`src/rtl/fetch_pc_unit_pkg.sv`:
```
// rtl/fetch_pc_unit_pkg.sv - shared widths and FSM state type for the fetch front end
package fetch_pc_unit_pkg;
  localparam int WORD               = 32;
  localparam int HALF_WORD          = 16;
  localparam int STALL_PIPELINE_SIG = 2;

  typedef enum logic [1:0] {
    LOAD_LO,
    LOAD_HI,
    RUN
  } fetch_state_t;
endpackage

```
`src/rtl/fetch_pc_unit_if.sv`:
```
// rtl/fetch_pc_unit_if.sv - loader, redirect and instruction-memory signals of the fetch unit
interface fetch_pc_unit_if;
  import fetch_pc_unit_pkg::*;

  logic                          load_byte_valid_i;
  logic [7:0]                    load_byte_i;
  logic                          load_done_i;
  logic [STALL_PIPELINE_SIG-1:0] stall_pipeline_i;
  logic                          branch_taken_i;
  logic [WORD-1:0]               branch_target_i;
  logic                          program_mem_write_en_o;
  logic [HALF_WORD-1:0]          instruction_o;
  logic [WORD-1:0]               instruction_addr_o;
  logic                          is_valid_o;
  logic                          loading_o;
  logic                          load_overflow_o;

  modport master (
    output load_byte_valid_i, load_byte_i, load_done_i, stall_pipeline_i,
           branch_taken_i, branch_target_i,
    input  program_mem_write_en_o, instruction_o, instruction_addr_o,
           is_valid_o, loading_o, load_overflow_o
  );

  modport slave (
    input  load_byte_valid_i, load_byte_i, load_done_i, stall_pipeline_i,
           branch_taken_i, branch_target_i,
    output program_mem_write_en_o, instruction_o, instruction_addr_o,
           is_valid_o, loading_o, load_overflow_o
  );
endinterface

```
`src/rtl/fetch_pc_unit_halfword_assembler.sv`:
```
// rtl/fetch_pc_unit_halfword_assembler.sv - pairs loader bytes into half-word writes with capacity check
module fetch_pc_unit_halfword_assembler
  import fetch_pc_unit_pkg::*;
#(
  parameter logic [WORD-1:0] RESET_PC   = 32'h0000_0000,
  parameter int              PROG_WORDS = 1024
) (
  input  logic                 clk_i,
  input  logic                 reset_i,
  input  logic [7:0]           byte_i,
  input  logic                 lo_take,
  input  logic                 hi_take,
  input  logic                 pad_take,
  output logic                 wr_en,
  output logic [HALF_WORD-1:0] wr_data,
  output logic [WORD-1:0]      wr_addr,
  output logic                 overflow
);
  localparam logic [WORD-1:0] CAPACITY = WORD'(PROG_WORDS);

  logic [7:0]      lo_q;
  logic [WORD-1:0] load_addr;
  logic [WORD-1:0] slot;
  logic            in_range;

  assign slot     = (load_addr - RESET_PC) >> 1;
  assign in_range = slot < CAPACITY;

  // Once full, load_addr stops advancing so every later write is also dropped.
  always_ff @(posedge clk_i or posedge reset_i) begin
    if (reset_i) begin
      lo_q      <= '0;
      load_addr <= RESET_PC;
      wr_en     <= 1'b0;
      wr_data   <= '0;
      wr_addr   <= RESET_PC;
      overflow  <= 1'b0;
    end else begin
      wr_en <= 1'b0;
      if (lo_take) lo_q <= byte_i;
      if (hi_take || pad_take) begin
        if (in_range) begin
          wr_en     <= 1'b1;
          wr_data   <= {(hi_take ? byte_i : 8'h00), lo_q};
          wr_addr   <= load_addr;
          load_addr <= load_addr + WORD'(2);
        end else begin
          overflow <= 1'b1;
        end
      end
    end
  end
endmodule

```
`src/rtl/fetch_pc_unit.sv`:
```
// rtl/fetch_pc_unit.sv - program counter and boot-time loader FSM feeding instruction memory
module fetch_pc_unit
  import fetch_pc_unit_pkg::*;
#(
  parameter logic [WORD-1:0] RESET_PC   = 32'h0000_0000,
  parameter int              PROG_WORDS = 1024
) (
  input logic            clk_i,
  input logic            reset_i,
  fetch_pc_unit_if.slave bus
);
  localparam logic [WORD-1:0] PC_ALIGN = {{(WORD-1){1'b1}}, 1'b0};

  fetch_state_t         state;
  logic [WORD-1:0]      pc;
  logic                 done_pend;
  logic                 loading_q;
  logic                 lo_take;
  logic                 hi_take;
  logic                 pad_take;
  logic                 wr_en;
  logic [HALF_WORD-1:0] wr_data;
  logic [WORD-1:0]      wr_addr;
  logic                 overflow;

  // load_done_i wins over a same-cycle byte, which is then dropped.
  assign lo_take  = (state == LOAD_LO) && bus.load_byte_valid_i && !bus.load_done_i && !done_pend;
  assign hi_take  = (state == LOAD_HI) && bus.load_byte_valid_i && !bus.load_done_i;
  assign pad_take = (state == LOAD_HI) && bus.load_done_i;

  fetch_pc_unit_halfword_assembler #(
    .RESET_PC   (RESET_PC),
    .PROG_WORDS (PROG_WORDS)
  ) u_assembler (
    .clk_i    (clk_i),
    .reset_i  (reset_i),
    .byte_i   (bus.load_byte_i),
    .lo_take  (lo_take),
    .hi_take  (hi_take),
    .pad_take (pad_take),
    .wr_en    (wr_en),
    .wr_data  (wr_data),
    .wr_addr  (wr_addr),
    .overflow (overflow)
  );

  // An odd image parks in LOAD_LO for one cycle so the pad write lands before RUN.
  always_ff @(posedge clk_i or posedge reset_i) begin
    if (reset_i) begin
      state     <= LOAD_LO;
      pc        <= RESET_PC;
      done_pend <= 1'b0;
      loading_q <= 1'b1;
    end else begin
      case (state)
        LOAD_LO: begin
          if (bus.load_done_i || done_pend) begin
            state     <= RUN;
            loading_q <= 1'b0;
            done_pend <= 1'b0;
            pc        <= RESET_PC;
          end else if (bus.load_byte_valid_i) begin
            state <= LOAD_HI;
          end
        end
        LOAD_HI: begin
          if (bus.load_done_i) begin
            state     <= LOAD_LO;
            done_pend <= 1'b1;
          end else if (bus.load_byte_valid_i) begin
            state <= LOAD_LO;
          end
        end
        RUN: begin
          if (bus.branch_taken_i) begin
            pc <= bus.branch_target_i & PC_ALIGN;
          end else if (bus.stall_pipeline_i == '0) begin
            pc <= pc + WORD'(2);
          end
        end
        default: state <= LOAD_LO;
      endcase
    end
  end

  assign bus.program_mem_write_en_o = wr_en;
  assign bus.instruction_o          = wr_data;
  assign bus.instruction_addr_o     = (state == RUN) ? pc : wr_addr;
  assign bus.is_valid_o             = (state == RUN) && !bus.branch_taken_i;
  assign bus.loading_o              = loading_q;
  assign bus.load_overflow_o        = overflow;
endmodule
```
`src/flat_wrapper.sv`:
```
// flat-port wrapper written by rule: the top's interface ports become plain ports
module fetch_pc_unit_flat import fetch_pc_unit_pkg::*;
#(
  parameter logic [WORD-1:0] RESET_PC   = 32'h0000_0000,
  parameter int              PROG_WORDS = 1024
)
  (clk_i, reset_i, bus_load_byte_valid_i, bus_load_byte_i, bus_load_done_i, bus_stall_pipeline_i, bus_branch_taken_i, bus_branch_target_i, bus_program_mem_write_en_o, bus_instruction_o, bus_instruction_addr_o, bus_is_valid_o, bus_loading_o, bus_load_overflow_o);
  fetch_pc_unit_if bus_i ();
  input logic clk_i;
  input logic reset_i;
  input wire logic [$bits(bus_i.load_byte_valid_i)-1:0] bus_load_byte_valid_i;
  input wire logic [$bits(bus_i.load_byte_i)-1:0] bus_load_byte_i;
  input wire logic [$bits(bus_i.load_done_i)-1:0] bus_load_done_i;
  input wire logic [$bits(bus_i.stall_pipeline_i)-1:0] bus_stall_pipeline_i;
  input wire logic [$bits(bus_i.branch_taken_i)-1:0] bus_branch_taken_i;
  input wire logic [$bits(bus_i.branch_target_i)-1:0] bus_branch_target_i;
  output wire logic [$bits(bus_i.program_mem_write_en_o)-1:0] bus_program_mem_write_en_o;
  output wire logic [$bits(bus_i.instruction_o)-1:0] bus_instruction_o;
  output wire logic [$bits(bus_i.instruction_addr_o)-1:0] bus_instruction_addr_o;
  output wire logic [$bits(bus_i.is_valid_o)-1:0] bus_is_valid_o;
  output wire logic [$bits(bus_i.loading_o)-1:0] bus_loading_o;
  output wire logic [$bits(bus_i.load_overflow_o)-1:0] bus_load_overflow_o;
  assign bus_i.load_byte_valid_i = bus_load_byte_valid_i;
  assign bus_i.load_byte_i = bus_load_byte_i;
  assign bus_i.load_done_i = bus_load_done_i;
  assign bus_i.stall_pipeline_i = bus_stall_pipeline_i;
  assign bus_i.branch_taken_i = bus_branch_taken_i;
  assign bus_i.branch_target_i = bus_branch_target_i;
  assign bus_program_mem_write_en_o = bus_i.program_mem_write_en_o;
  assign bus_instruction_o = bus_i.instruction_o;
  assign bus_instruction_addr_o = bus_i.instruction_addr_o;
  assign bus_is_valid_o = bus_i.is_valid_o;
  assign bus_loading_o = bus_i.loading_o;
  assign bus_load_overflow_o = bus_i.load_overflow_o;
  fetch_pc_unit #(.RESET_PC(RESET_PC), .PROG_WORDS(PROG_WORDS)) u_core (.clk_i(clk_i), .reset_i(reset_i), .bus(bus_i));
endmodule
```
`config.mk`:
```
export PLATFORM = sky130hd
export DESIGN_NAME = fetch_pc_unit_flat
export DESIGN_NICKNAME = d
export VERILOG_FILES = /design/src/rtl/fetch_pc_unit_pkg.sv /design/src/rtl/fetch_pc_unit_if.sv /design/src/rtl/fetch_pc_unit_halfword_assembler.sv /design/src/rtl/fetch_pc_unit.sv /design/src/flat_wrapper.sv
export SDC_FILE = /design/constraint.sdc
export NUM_CORES = 1
export LEC_CHECK = 0
export ABC_AREA = 1
export ABC_CLOCK_PERIOD_IN_PS = 3300
export CORE_MARGIN = 2
export CORE_UTILIZATION = 54
export CTS_CLUSTER_SIZE = 24
export DETAILED_ROUTE_END_ITERATION = 6
export PLACE_DENSITY = 0.89
export SYNTH_ARGS = -nofsm -noshare
export SYNTH_HDL_FRONTEND = slang
export SYNTH_HIERARCHICAL = 1
export SYNTH_SLANG_ARGS = --single-unit
```
`constraint.sdc`:
```
create_clock -name clk_i -period 3.3 [get_ports clk_i]
set_input_delay 0.33 -clock clk_i [delete_from_list [all_inputs] [get_ports clk_i]]
set_output_delay 0.33 -clock clk_i [all_outputs]
set_load 0.01 [all_outputs]
```
==> flow_summary_export.csv, run 1 <==
group,metric,value,unit
place,place_congestion,0.8808,
sta,worst_pin_slew,782.5,ps
clock_network,clock-root-buffer,"clkbuf_16",
layout,post-route-util,69.18,%
grt,grt_overflow,0,
detailed_routing,drtIter0Drc,447,
synthesis,syn_inst,848,
sta,fin_worst_skew,9.636,ps
worst_setup_path,crit_fanout,62,
worst_setup_path,worstPathRequired,2970,ps
power_and_ir_drop,seq_power_share,40.7,%
clock_network,cts_tree,"done",
die,die_area,12630,sq um
grt,antenna_found_initial,0,
grt,grt_pass1_vias,5784,
place,dp_hpwl,10810,um
die,placementRows,39,
power_and_ir_drop,intPower,0.002973,W
die,die_x,112.4,um
power_and_ir_drop,p_leak,3.932,nW
synthesis,seq_area_frac_synth,48.54,%
synthesis,syn_area,6344,sq um
power_and_ir_drop,p_clk_share,45.6,%
synthesis,synth-seq-cells,123,
worst_setup_path,critPathKind,"register to output pin",
clock_network,cts.sinks,123,
synthesis,synth_fp_nets,898,
sta,finalMaxSlewViolations,0,
layout,diodes,0,
sta,max_slew_margin,47.76,%
synthesis,yosys_warnings,6,
sta,max_freq,370.0,MHz
layout,nets,973,
sta,period_share,81.91,%
layout,drive_gt1_share,8.654,%
grt,grt_pass1_wl,27430,um
synthesis,synth_cell_types,37,
place,place_inst,1047,
place,numPortBuffers,96,
detailed_routing,wl,16440,um
clock_network,cts-resized-gates,0,
layout,area_delta_synth_final,24.52,%
power_and_ir_drop,power_density,517.2,nW/um^2
detailed_routing,drt_first_pass_iters,6,
clock_network,clk_latency,430,ps
die,core_area,11420,sq um
clock_network,cts.clk_slew.worst_paths,60,ps
grt,grtUsageTotal,27.69,%
clock_network,postCtsSetupBuffers,0,
clock_network,htree_num_levels,4,
power_and_ir_drop,vdd_drop_max,451.7,uV
sta,setup_viol,0,
worst_setup_path,startpoint_type,"register",
die,io_pins,99,
run,drv_cap,0,
power_and_ir_drop,power.switching,0.001112,W
clock_network,cts_hold_buf,0,
grt,grt_start_max_net_pins,63,
layout,stdcell_count,1079,
detailed_routing,vias_per_cell,5.300,
power_and_ir_drop,combPwrFrac,13.7,%
sta,post-route-min-period,2703,ps
detailed_routing,routedWlPerCell,15.24,um
sta,hold_viol,0,
worst_setup_path,crit_arrival,2370,ps
clock_network,ctsLongestPathBuffers,2,
detailed_routing,num_vias,5719,
detailed_routing,drc,0,
die,die_h,112.4,um
sta,setup_tns,0,ps
detailed_routing,ant_nets,0,
clock_network,cts_buffers,17,
outcome,status,"finished, final reports clean",
die,start_util,55.56,%
power_and_ir_drop,switching_share,27.23,%
sta,rsz0062_at_grt,"no",
worst_hold_path,hp-class,"primary input to asynchronous set/reset pin",
synthesis,postSynthAreaPerCell,7.481,sq um
worst_setup_path,worst_setup_path_end_kind,"output pin",
-- cells by family after synthesis --
kind of cell	count (synthesis)	share of synthesized area, %
multiplexers	8	1.420
XOR/XNOR	13	1.795
other	1	0.05911
buffers and inverters	130	8.955
flip-flops	123	48.54
AO/OA/AOI/OAI	66	5.483
AND/OR/NAND/NOR	504	33.16
adder cells (fa/ha/maj)	3	0.5918
-- cells in the mapped netlist (all sizes together) --
| master | n | share of area [%] |
|---|---|---|
| a31o | 1 | 0.14 |
| a21boi | 1 | 0.12 |
| clkbuf | 28 | 1.8 |
| o22ai | 4 | 0.39 |
| nand2 | 298 | 18 |
| conb | 1 | 0.059 |
| or2 | 3 | 0.30 |
| nand4 | 2 | 0.30 |
| nor2 | 148 | 10 |
| xnor2 | 5 | 0.69 |
| ha | 3 | 0.59 |
| dfstp | 1 | 0.41 |
| nor3 | 3 | 0.24 |
| and2 | 2 | 0.20 |
| xor2 | 8 | 1.1 |
| nand3 | 48 | 3.9 |
| mux2 | 8 | 1.4 |
| o21bai | 1 | 0.12 |
| inv | 82 | 4.9 |
| buf | 20 | 2.2 |
| o21ai | 58 | 4.6 |
| o32ai | 1 | 0.14 |
| dfrtp | 122 | 48 |
-- metal layers --
metal	vias to the layer above	GRT usage, %	routed length [um]
met4	0	11.54	351
met1	2724	33.42	6539
met3	33	6.857	1148
li1	2740	-	-
met2	222	47.63	8400
met5	-	0	0
-- state kept, by name (all words and copies together) (netlist names), 2 cells and up --
| name | count |
|---|---|
| u_core/u_assembler/lo_q | 8 |
| u_core/u_assembler/wr_addr | 31 |
| u_core/u_assembler/load_addr | 31 |
| u_core/pc | 31 |
| u_core/u_assembler/wr_data | 16 |
| u_core/state | 2 |
-- layout make-up --
cell class              count  area (sq um)
clock inverters            14         160.2
fillers                   848          3520
clock buffers              18         439.2
inverters                  82         311.5
well taps                 143         178.9
multi-input cells         595          2696
repair buffers            104          1033
flip-flops and latches    123          3079
-- per-stage QoR --
stage                     worst slack (ps)  hold slack, ps  area (sq um)  total power, W
after floorplan                      691.4           421.5          6344        0.001971
after global placement               898.8           357.5          7300        0.002220
after global routing                 499.3           376.2          7899        0.004250
final                                597.1           353.6          7899        0.004085
after detailed placement             801.2           358.5          7300        0.002234
after CTS                            659.2           371.2          7899        0.004105
-- layout by cell type (no fill, tap or decap), drive strengths merged, types with 5 or more instances in the layout --
cell type	n
nand2	298
nor2	148
dfrtp	122
clkdlybuf4s50	96
inv	86
o21ai	58
nand3	48
clkbuf	18
xor2	8
mux2	8
buf	8
xnor2	5
-- power groups by stage --
| stage | combinational (W) | sequential (W) | clock [W] |
|---|---|---|---|
| after floorplan | 0.000308 | 0.00166 | 0 |
| after CTS | 0.000560 | 0.00166 | 0.00189 |
| after global routing | 0.000617 | 0.00167 | 0.00196 |
| final | 0.000560 | 0.00166 | 0.00186 |
| after global placement | 0.000540 | 0.00168 | 0 |
| after detailed placement | 0.000552 | 0.00168 | 0 |
-- worst paths after layout --
kind	startpoint	end	slack, ps	cells after the start
setup reg to reg	u_core/state[1]$_DFFE_PP0P_	u_core/u_assembler/wr_addr[4]$_DFFE_PP0P_	900	9
hold / removal	reset_i	u_core/u_assembler/wr_addr[19]$_DFFE_PP0P_	350	2
max in group asynchronous	reset_i	u_core/u_assembler/wr_data[7]$_DFFE_PP0P_	2240	3
hold reg to reg	u_core/u_assembler/load_addr[15]$_DFFE_PP0P_	u_core/u_assembler/load_addr[15]$_DFFE_PP0P_	370	0
min in group clk_i	u_core/u_assembler/load_addr[15]$_DFFE_PP0P_	u_core/u_assembler/load_addr[15]$_DFFE_PP0P_	370	0
setup / recovery	u_core/state[0]$_DFFE_PP0P_	bus_instruction_addr_o[6]	600	4
-- critical path: stages, from the launching register on --
cell and delay, ps:
dfrtp_1 380, inv_2 100, nand2_4 300, o21ai_0 520
clkdlybuf4s50_1 630
Note: power is estimated with default switching activity, not from simulation.
==> run 2, diff against run 1 <==
Settings changed: ABC_CLOCK_PERIOD_IN_PS 3300 to 2400, CORE_UTILIZATION 54 to 49, PLACE_DENSITY 0.89 to 0.86.
Clock period 3.3 ns to 2.4 ns, I/O delays scaled along.
==> run 2 against run 1 <==
Net effect:
- die area increased by 9.8%
- register-to-register slack got worse by 500 ps
- flip-flop and latch count unchanged
- clock power increased by 35%
- wire length decreased by 4.7%
- largest cell class unchanged
- via count decreased by 2.9%
- largest power group unchanged
- sequential share of layout area decreased by 0.81 points
- clock skew about the same
- global-route usage decreased by 4.1 points
- final cell count increased by 3.3%
- sequential power increased by 37%
- non-clock buffer count increased by 6
==> flow_summary_export.csv, run 2 (synthesis results as in run 1) <==
group,metric,value,unit
worst_setup_path,startpoint_type,"register",
clock_network,cts_buffers,17,
layout,drive_gt1_share,9.332,%
die,core_area,12620,sq um
outcome,status,"finished, final reports clean",
power_and_ir_drop,p_clk_share,45.2,%
power_and_ir_drop,combPwrFrac,13.9,%
worst_setup_path,path_cells,"inv_4 > nand2_8 > o21ai_0 > clkdlybuf4s50_1",
power_and_ir_drop,p_leak,4.022,nW
grt,grtUsageTotal,23.56,%
worst_setup_path,worstPathRequired,2160,ps
detailed_routing,ant_nets,0,
layout,area_delta_synth_final,27.20,%
worst_setup_path,worst_setup_path_end_kind,"output pin",
place,place_congestion,0.9006,
detailed_routing,wl,15670,um
grt,grt_pass1_vias,5429,
place,numPortBuffers,96,
worst_setup_path,crit_arrival,2100,ps
clock_network,cts_hold_buf,0,
layout,final_common_cell,"nand2_1",
worst_setup_path,crit_fanout,15,
sta,fin_worst_skew,9.674,ps
power_and_ir_drop,power.switching,0.001499,W
clock_network,cts.clk_slew.worst_paths,60,ps
power_and_ir_drop,seq_power_share,40.9,%
grt,grt_overflow,0,
detailed_routing,drtIter0Drc,512,
sta,period_share,97.49,%
clock_network,ctsLongestPathBuffers,2,
sta,hold_viol,0,
clock_network,clock-root-buffer,"clkbuf_16",
worst_setup_path,critPathKind,"register to output pin",
worst_hold_path,hp-class,"primary input to asynchronous set/reset pin",
power_and_ir_drop,power_density,691.5,nW/um^2
worst_setup_path,critPathMaxStageDelay,630,ps
clock_network,cts_tree,"done",
detailed_routing,num_vias,5556,
layout,nets,980,
sta,setup_tns,0,ps
sta,rsz0062_at_grt,"no",
power_and_ir_drop,vdd_drop_max,978.3,uV
layout,reg.largest.list,"u_core/pc (31), u_core/u_assembler/load_addr (31), u_core/u_assembler/wr_addr (31)",
die,die_x,117.8,um
clock_network,clk_latency,420,ps
die,die_area,13870,sq um
power_and_ir_drop,p_total,0.005580,W
run,drv_cap,0,
clock_network,htree_num_levels,4,
detailed_routing,drt_first_pass_iters,6,
layout,final_cell_mix,"291 x nand2_1, 131 x nor2_1, 121 x dfrtp_1",
grt,grt_pass1_wl,25970,um
power_and_ir_drop,intPower,0.004081,W
clock_network,cts.sinks,123,
detailed_routing,routedWlPerCell,14.06,um
die,start_util,50.27,%
detailed_routing,vias_per_cell,4.983,
die,placementRows,41,
layout,diodes,0,
worst_setup_path,crit_path_top_delay_cell,"clkdlybuf4s50_1",
die,die_h,117.8,um
sta,post-route-min-period,2340,ps
grt,antenna_found_initial,0,
detailed_routing,drc,0,
sta,max_freq,427.4,MHz
grt,grt_start_max_net_pins,89,
die,io_pins,99,
place,dp_hpwl,10580,um
sta,finalMaxSlewViolations,0,
power_and_ir_drop,switching_share,26.86,%
sta,setup_viol,0,
## run 2: cell count changes in the layout (fill, tap and decap cells not counted), moves of 2 or more
cell	previous run	this run
buf_12	1	6
inv_6	5	3
dlymetal6s2s_1	0	3
clkinv_2	1	3
clkdlybuf4s50_1	96	93
buf_6	0	2
## run 2: final timing paths
path,from,endpoint,slack (ps),depth (start not counted)
max in group asynchronous,reset_i,u_core/u_assembler/wr_addr[18]$_DFFE_PP0P_,1700,3
worst min register to register,u_core/u_assembler/load_addr[14]$_DFFE_PP0P_,u_core/u_assembler/load_addr[14]$_DFFE_PP0P_,370,0
worst min-delay path,reset_i,u_core/u_assembler/wr_data[0]$_DFFE_PP0P_,320,3
worst max register to register,u_core/state[1]$_DFFE_PP0P_,u_core/u_assembler/wr_data[1]$_DFFE_PP0P_,400,9
worst max-delay path,u_core/state[0]$_DFFE_PP0P_,bus_instruction_addr_o[6],60,4
min in group clk_i,u_core/u_assembler/load_addr[14]$_DFFE_PP0P_,u_core/u_assembler/load_addr[14]$_DFFE_PP0P_,370,0
## run 2: through the flow
step | hold WS (ps) | utilization, % | instances | setup WS (ps) | area, sq um
2_1_floorplan | 377.7 | - | 848 | 757.9 | 6347
3_3_place_gp | 357.7 | 59.00 | 1082 | 453.1 | 7446
3_5_place_dp | 360.7 | 59.00 | 1082 | 431.8 | 7446
4_1_cts | 333.3 | 63.63 | 1114 | 5.362 | 8030
5_1_grt | 380.2 | 63.94 | 1115 | 27.54 | 8069
6_report | 323.5 | 63.94 | 1115 | 60.18 | 8069
## run 2: area by class of cell
class                      count  area, sq um
clock buffer                  19        442.9
sequential                   123         3080
timing repair buffer         110         1156
fill                        1047         4551
inverter                      82        316.6
multi-input combinational    596         2716
tap                          172        215.2
clock inverter                13        141.4
## run 2: timing repair
item | 4_1_cts | 5_1_grt
gates resized for setup | 0 | 9
buffers inserted | 0 | 0
setup endpoints to repair | 0 | 19
## run 2: power by group through the flow
stage | sequential [W] | combinational, W | clock (W)
3_5_place_dp | 0.00231 | 0.000769 | 0
6_report | 0.00228 | 0.000776 | 0.00252
4_1_cts | 0.00228 | 0.000780 | 0.00255
3_3_place_gp | 0.00231 | 0.000755 | 0
2_1_floorplan | 0.00229 | 0.000424 | 0
5_1_grt | 0.00230 | 0.000862 | 0.00265
## run 2: metal layers
layer | global-route usage (%) | share of wire, % | up-vias
li1 | - | - | 2750
met1 | 29.99 | 42 | 2584
met3 | 6.056 | 6.3 | 25
met5 | 0 | 0 | -
met2 | 38.81 | 49 | 197
met4 | 8.735 | 1.8 | 0
## run 2: critical path: cells and delay by family (launching register included)
kind / cells / cell delay (ps)
AO/OA/AOI/OAI: 1 / 400
buffers and inverters: 2 / 770
flip-flops: 1 / 400
AND/OR/NAND/NOR: 1 / 100
==> RTL change 1, RTL diff (config.mk and constraints of run 2) <==
`STALL_PIPELINE_SIG`: 2 -> 1.
--- a/src/rtl/fetch_pc_unit_pkg.sv
+++ b/src/rtl/fetch_pc_unit_pkg.sv
@@ -4,3 +4,3 @@
   localparam int HALF_WORD          = 16;
-  localparam int STALL_PIPELINE_SIG = 2;
+  localparam int STALL_PIPELINE_SIG = 1;
 
Ports: changed (resized bus_stall_pipeline_i); port bits go from 99 to 98. No check against the original RTL was run, so the function may have changed too.
==> RTL change 1 against run 2 <==
- the flow now finishes with violations (DRC)
- wire length grew 2.1%
- sequential cell count stayed put
- worst hold slack worse by 0.71 ps
- register-to-register slack better by 80 ps
- setup slack got worse by 0.85 ps
- count of clock-buffer cells in the layout unchanged
- synthesized area decreased by 0.79%
- total power fell by 3.5%
- clock skew increased by 0.55 ps
- final area shrank 1.7%
- critical path type unchanged
- largest power group unchanged
- highest routed layer unchanged
==> RTL change 1: results (changes against run 2) <==
{
  "status": {
    "run_status": "finished, violations left",
    "violations_in_the_final_reports": "DRC"
  },
  "worst_setup_path": {
    "critical_path_peak_fanout": {"value": 65, "change": "+50"},
    "r2r_start": "u_core/state[0]",
    "critical-path-max-stage-delay": {"value": 590, "unit": "ps", "change": "-40 ps"},
    "slowest_stage_cell_crit_path": "clkdlybuf4s50_1"
  },
  "global_route": {
    "grt_start_max_net_pins": {"value": 89, "change": "unchanged"},
    "groute.usage.overall": {"value": 24.0, "unit": "%", "change": "+0.47 points"},
    "first_global_vias": {"value": 5360, "change": "-1.3%"},
    "global_route_wire_length_before_repair": {"value": 26.1, "unit": "mm", "change": "+0.53%"}
  },
  "sta": {
    "timing.clock.skew": {"value": 10.2, "unit": "ps", "change": "+0.548 ps"}
  },
  "yosys": {
    "share_of_the_yosys_chip_area_belonging_to_registers": {"value": 48.9, "unit": "%", "change": "+0.39 points"},
    "ys_types": {"value": 38, "change": "+2.7%"},
    "ys_top_cells_by_area": "dfrtp_1 (49%), nand2_1 (17%), nor2_1 (8.3%)",
    "fraction_of_synthesis_flops_using_an_asynchronous_set_or_reset_pin": {"value": 100, "unit": "%", "change": "unchanged"},
    "synth_commonest_cells": "nand2_1 (291), nor2_1 (139), dfrtp_1 (122), inv_1 (78), o21ai_0 (48)",
    "synthesis.yosys.warnings": {"value": 6, "change": "unchanged"},
    "postSynthNetCount": {"value": 899, "change": "+0.11%"},
    "synthesis.instances": {"value": 850, "change": "+0.24%"}
  },
  "power": {
    "power_leakage": {"value": 3.98, "unit": "nW", "change": "-0.97%"},
    "irDropWorstVdd": {"value": 0.546, "unit": "mV", "change": "-44%"}
  },
  "drt": {
    "routedWlPerCell": {"value": 14.4, "unit": "um", "change": "+2.3%"},
    "drt_pass1_iterations": {"value": 7, "change": "+1"},
    "vias": {"value": 5598, "change": "+0.76%"},
    "drt_first_iter_violations": {"value": 639, "change": "+25%"},
    "post-route-drc-count": {"value": 3, "change": "+3"},
    "route.detailed.vias_per_inst": {"value": 5.03, "change": "+0.94%"}
  },
  "placement": {
    "dp.final_hpwl": {"value": 11.0, "unit": "mm", "change": "+3.5%"},
    "gp_congestion": {"value": 0.915, "change": "+1.6%"},
    "numPlacedInstances": {"value": 1081, "change": "-0.092%"},
    "post_dp_cell_area": {"value": 7360, "unit": "um^2", "change": "-1.2%"},
    "port-buffer-count": {"value": 95, "change": "-1.0%"},
    "pre_cts_ws": {"value": 391, "unit": "ps", "change": "-40.5 ps"}
  },
  "finish": {
    "fin_nets": {"value": 977, "change": "-0.31%"},
    "biggestRegsByFlops": "u_core/pc x31, u_core/u_assembler/load_addr x31, u_core/u_assembler/wr_addr x31",
    "fill_cells": {"value": 1017, "change": "-2.9%"},
    "final_layout_size_suffix_gt1_share": {"value": 8.08, "unit": "%", "change": "-1.3 points"}
  },
  "clocking": {
    "cts.path.max_buffers": {"value": 2, "change": "unchanged"},
    "post_cts.resized_instances": {"value": 4, "change": "+4"}
  }
}
[RTL change 1: cell count changes after synthesis, moves of 3 or more]
cell | run 2 | this run
inv_2 | 2 | 5
nor2_2 | 9 | 3
nand2_2 | 5 | 2
buf_2 | 9 | 6
o21ai_1 | 4 | 13
o21ai_0 | 54 | 48
nor2_1 | 131 | 139
[RTL change 1: routing by layer]
| metal | wire (um) | vias to the layer above | GRT usage, % |
|---|---|---|---|
| li1 | - | 2748 | - |
| met1 | 6620 | 2599 | 31.3 |
| met2 | 7840 | 214 | 38.4 |
| met3 | 1060 | 37 | 5.01 |
| met4 | 491 | 0 | 11.7 |
| met5 | 0 | - | 0 |
[RTL change 1: where the power goes]
| part | internal [mW] | leakage, nW | total (mW) | switching [mW] |
|---|---|---|---|---|
| combinational | 0.324 | 2.13 | 0.752 | 0.427 |
| clock | 1.37 | 0.259 | 2.37 | 0.999 |
| sequential | 2.17 | 1.59 | 2.27 | 0.0993 |
| total | 3.86 | 3.98 | 5.39 | 1.53 |
[RTL change 1: logic make-up after synthesis]
logic type	after synthesis	share of synthesized area (%)
and+or+nand+nor	499	32.2
buffers and inverters	133	9.09
DFF	123	48.9
AOI/OAI and AO/OA	70	5.88
xor gates and xnor gates	13	1.81
muxes	8	1.43
adders and majority gates	3	0.596
other	1	0.0596
[RTL change 1: path summary, 6_finish.rpt]
kind | cells after the start | slack, ps | to
min | 3 | 320 | u_core/state[0]
max in group asynchronous | 3 | 1720 | u_core/pc[30]
min in group clk_i | 0 | 370 | u_core/u_assembler/load_addr[15]
min reg2reg | 0 | 370 | u_core/u_assembler/load_addr[15]
max reg2reg | 10 | 480 | u_core/u_assembler/load_addr[6]
max | 5 | 60 | bus_instruction_addr_o[13]
[RTL change 1: per-stage QoR]
step | utilization, % | hold slack [ps] | setup TNS, ps
2_1_floorplan | - | 378 | 0
3_3_place_gp | 58.5 | 357 | 0
3_5_place_dp | 58.5 | 361 | 0
4_1_cts | 62.9 | 336 | 0
5_1_grt | 63.1 | 351 | -37.3
6_report | 63.1 | 323 | 0
[RTL change 1: final cells by class]
class	instances	area [um^2]	area share, %
sequential	123	3080	38.8
multi-input combinational	594	2640	33.3
timing repair buffer	108	1120	14.2
clock buffer	19	443	5.59
inverter	84	320	4.04
tap	172	215	2.71
clock inverter	13	105	1.33
[RTL change 1: worst min-delay path: cells and delay by family]
kind / cells / cell delay, ps
buffers and inverters: 3 / 940
==> RTL change 2, RTL diff (flow settings as in run 2) <==
Without the edit above. Re-encode `fetch_state_t` (3 states) as one-hot, 3 bits wide.
--- a/src/rtl/fetch_pc_unit_pkg.sv
+++ b/src/rtl/fetch_pc_unit_pkg.sv
@@ -6,6 +6,6 @@
 
-  typedef enum logic [1:0] {
-    LOAD_LO,
-    LOAD_HI,
-    RUN
+  typedef enum logic [2:0] {
+    LOAD_LO = 3'b001,
+    LOAD_HI = 3'b010,
+    RUN     = 3'b100
   } fetch_state_t;
Function: no difference found for any inputs over 4 cycles, from zero or initial values and one cycle with reset_i high; so few cycles prove little.
==> RTL change 2 against run 2 <==
- via count rose by 1.8%
- final area rose by 0.70%
- total power fell by 3.4%
- non-clock buffer count rose by 1
- sequential share of layout area barely moved
- highest routed layer is now met5
- sequential cell count rose by 1
- synthesized area rose by 2.3%
- first-iteration DRC count rose by 16%
- clock power fell by 7.9%
- maximum frequency rose by 1.4%
- largest cell class unchanged
- critical endpoint unchanged
- wire length rose by 2.9%
- setup slack improved by 31 ps
- final cell count rose by 1.3%
==> RTL change 2: results (changes against run 2) <==
{
  "status": {
    "run_status": "finished, final reports clean"
  },
  "placement": {
    "dp.final_hpwl": {"value": 10.6, "unit": "mm", "change": "+0.22%"},
    "pre_cts_ws": {"value": -14.8, "unit": "ps", "change": "-447 ps"},
    "gp_congestion": {"value": 0.911, "change": "+1.2%"}
  },
  "worst_setup_path": {
    "r2r_slack": {"value": 250, "unit": "ps", "change": "-150 ps"},
    "arrival": {"value": 2070, "unit": "ps", "change": "-30 ps"},
    "critical_path_peak_fanout": {"value": 7, "change": "-8"}
  },
  "finish": {
    "fill_cells": {"value": 1060, "change": "+1.2%"},
    "fin_nets": {"value": 991, "change": "+1.1%"},
    "antennaDiodeCount": {"value": 0, "change": "unchanged"}
  },
  "global_route": {
    "first_global_vias": {"value": 5218, "change": "-3.9%"},
    "antenna_found_initial": {"value": 1, "change": "+1"},
    "global_route_wire_length_before_repair": {"value": 25.6, "unit": "mm", "change": "-1.4%"},
    "groute.usage.overall": {"value": 22.9, "unit": "%", "change": "-0.66 points"}
  },
  "yosys": {
    "synth_commonest_cells": "nand2_1 (321), dfrtp_1 (122), nor2_1 (120), inv_1 (77), nand3_1 (46)",
    "ys_top_cells_by_area": "dfrtp_1 (47%), nand2_1 (19%), nor2_1 (6.9%)",
    "postSynthNetCount": {"value": 909, "change": "+1.2%"},
    "share_of_the_yosys_chip_area_belonging_to_registers": {"value": 47.8, "unit": "%", "change": "-0.71 points"}
  },
  "power": {
    "power_leakage": {"value": 4.16, "unit": "nW", "change": "+3.5%"},
    "irDropWorstVdd": {"value": 0.509, "unit": "mV", "change": "-48%"}
  },
  "drt": {
    "post-route-drc-count": {"value": 0, "change": "unchanged"},
    "vias": {"value": 5654, "change": "+1.8%"},
    "drt_first_iter_violations": {"value": 594, "change": "+16%"}
  },
  "sta": {
    "min_period": {"value": 2310, "unit": "ps", "change": "-31.2 ps"},
    "timing.clock.skew": {"value": 9.13, "unit": "ps", "change": "-0.540 ps"}
  }
}
## RTL change 2: cell types whose count changed after synthesis, sizes merged, moves of 3 or more
cell   before  now
nor2      148  139
a21oi       0    3
o22ai       4    1
o21ai      58   45
nand2     298  329
## RTL change 2: cell families (layout without fill, tap and decap cells)
| group | after synthesis | in the layout | synth area share (%) |
|---|---|---|---|
| buffers and inverters | 129 | 222 | 8.77 |
| AO/OA/AOI/OAI | 51 | 51 | 4.09 |
| XOR/XNOR | 15 | 15 | 2.02 |
| multiplexers | 10 | 10 | 1.70 |
| other | 1 | 1 | 0.0578 |
| AND/OR/NAND/NOR | 526 | 527 | 35.0 |
| flip-flops | 124 | 124 | 47.8 |
| adder cells (fa/ha/maj) | 3 | 3 | 0.578 |
## RTL change 2: per-layer routing
| layer | routed length, um | GRT usage, % |
|---|---|---|
| met2 | 7610 | 35.2 |
| met4 | 476 | 9.82 |
| met5 | 15 | 0 |
| met1 | 6930 | 30.8 |
| met3 | 1090 | 5.84 |
## RTL change 2: cell type report
cell class	count	area (um^2)	area share, %
clock buffer	17	425	5.24
multi-input combinational	607	2820	34.8
inverter	80	304	3.74
sequential	124	3110	38.2
tap	176	220	2.71
timing repair buffer	111	1130	14.0
clock inverter	14	113	1.39
## RTL change 2: report_power, final
part | switching (mW) | internal [mW] | leakage, nW
logic | 0.441 | 0.326 | 2.31
clock network | 0.992 | 1.33 | 0.249
registers | 0.117 | 2.19 | 1.60
total | 1.55 | 3.84 | 4.16
## RTL change 2: metrics by stage
| stage | instance area [um^2] | instances | setup TNS (ps) | hold slack (ps) | util, % |
|---|---|---|---|---|---|
| final | 8130 | 1129 | 0 | 313 | 62.1 |
| after detailed placement | 7530 | 1092 | -17.8 | 360 | 57.6 |
| after floorplan | 6500 | 859 | 0 | 378 | - |
| after CTS | 8050 | 1123 | 0 | 333 | 61.5 |
| after global routing | 8130 | 1129 | 0 | 387 | 62.1 |
| after global placement | 7530 | 1092 | 0 | 358 | 57.6 |
## RTL change 2: repair_timing
item / in CTS / in global routing
pin swaps: 0 / 1
setup endpoints to repair: 16 / 18
gates cloned: 0 / 2
setup buffers: 0 / 4
gates resized for setup: 17 / 1
## RTL change 2: final timing paths
path                                                        from                          endpoint  cells after the start
worst max-delay path                             u_core/state[1]         bus_instruction_addr_o[6]                      5
worst min-delay path                                     reset_i     u_core/u_assembler/wr_data[2]                      3
worst max register to register                   u_core/state[2]    u_core/u_assembler/wr_addr[14]                      7
worst min register to register  u_core/u_assembler/load_addr[14]  u_core/u_assembler/load_addr[14]                      0
max in group asynchronous                                reset_i                   u_core/state[0]                      3
min in group clk_i              u_core/u_assembler/load_addr[14]  u_core/u_assembler/load_addr[14]                      0
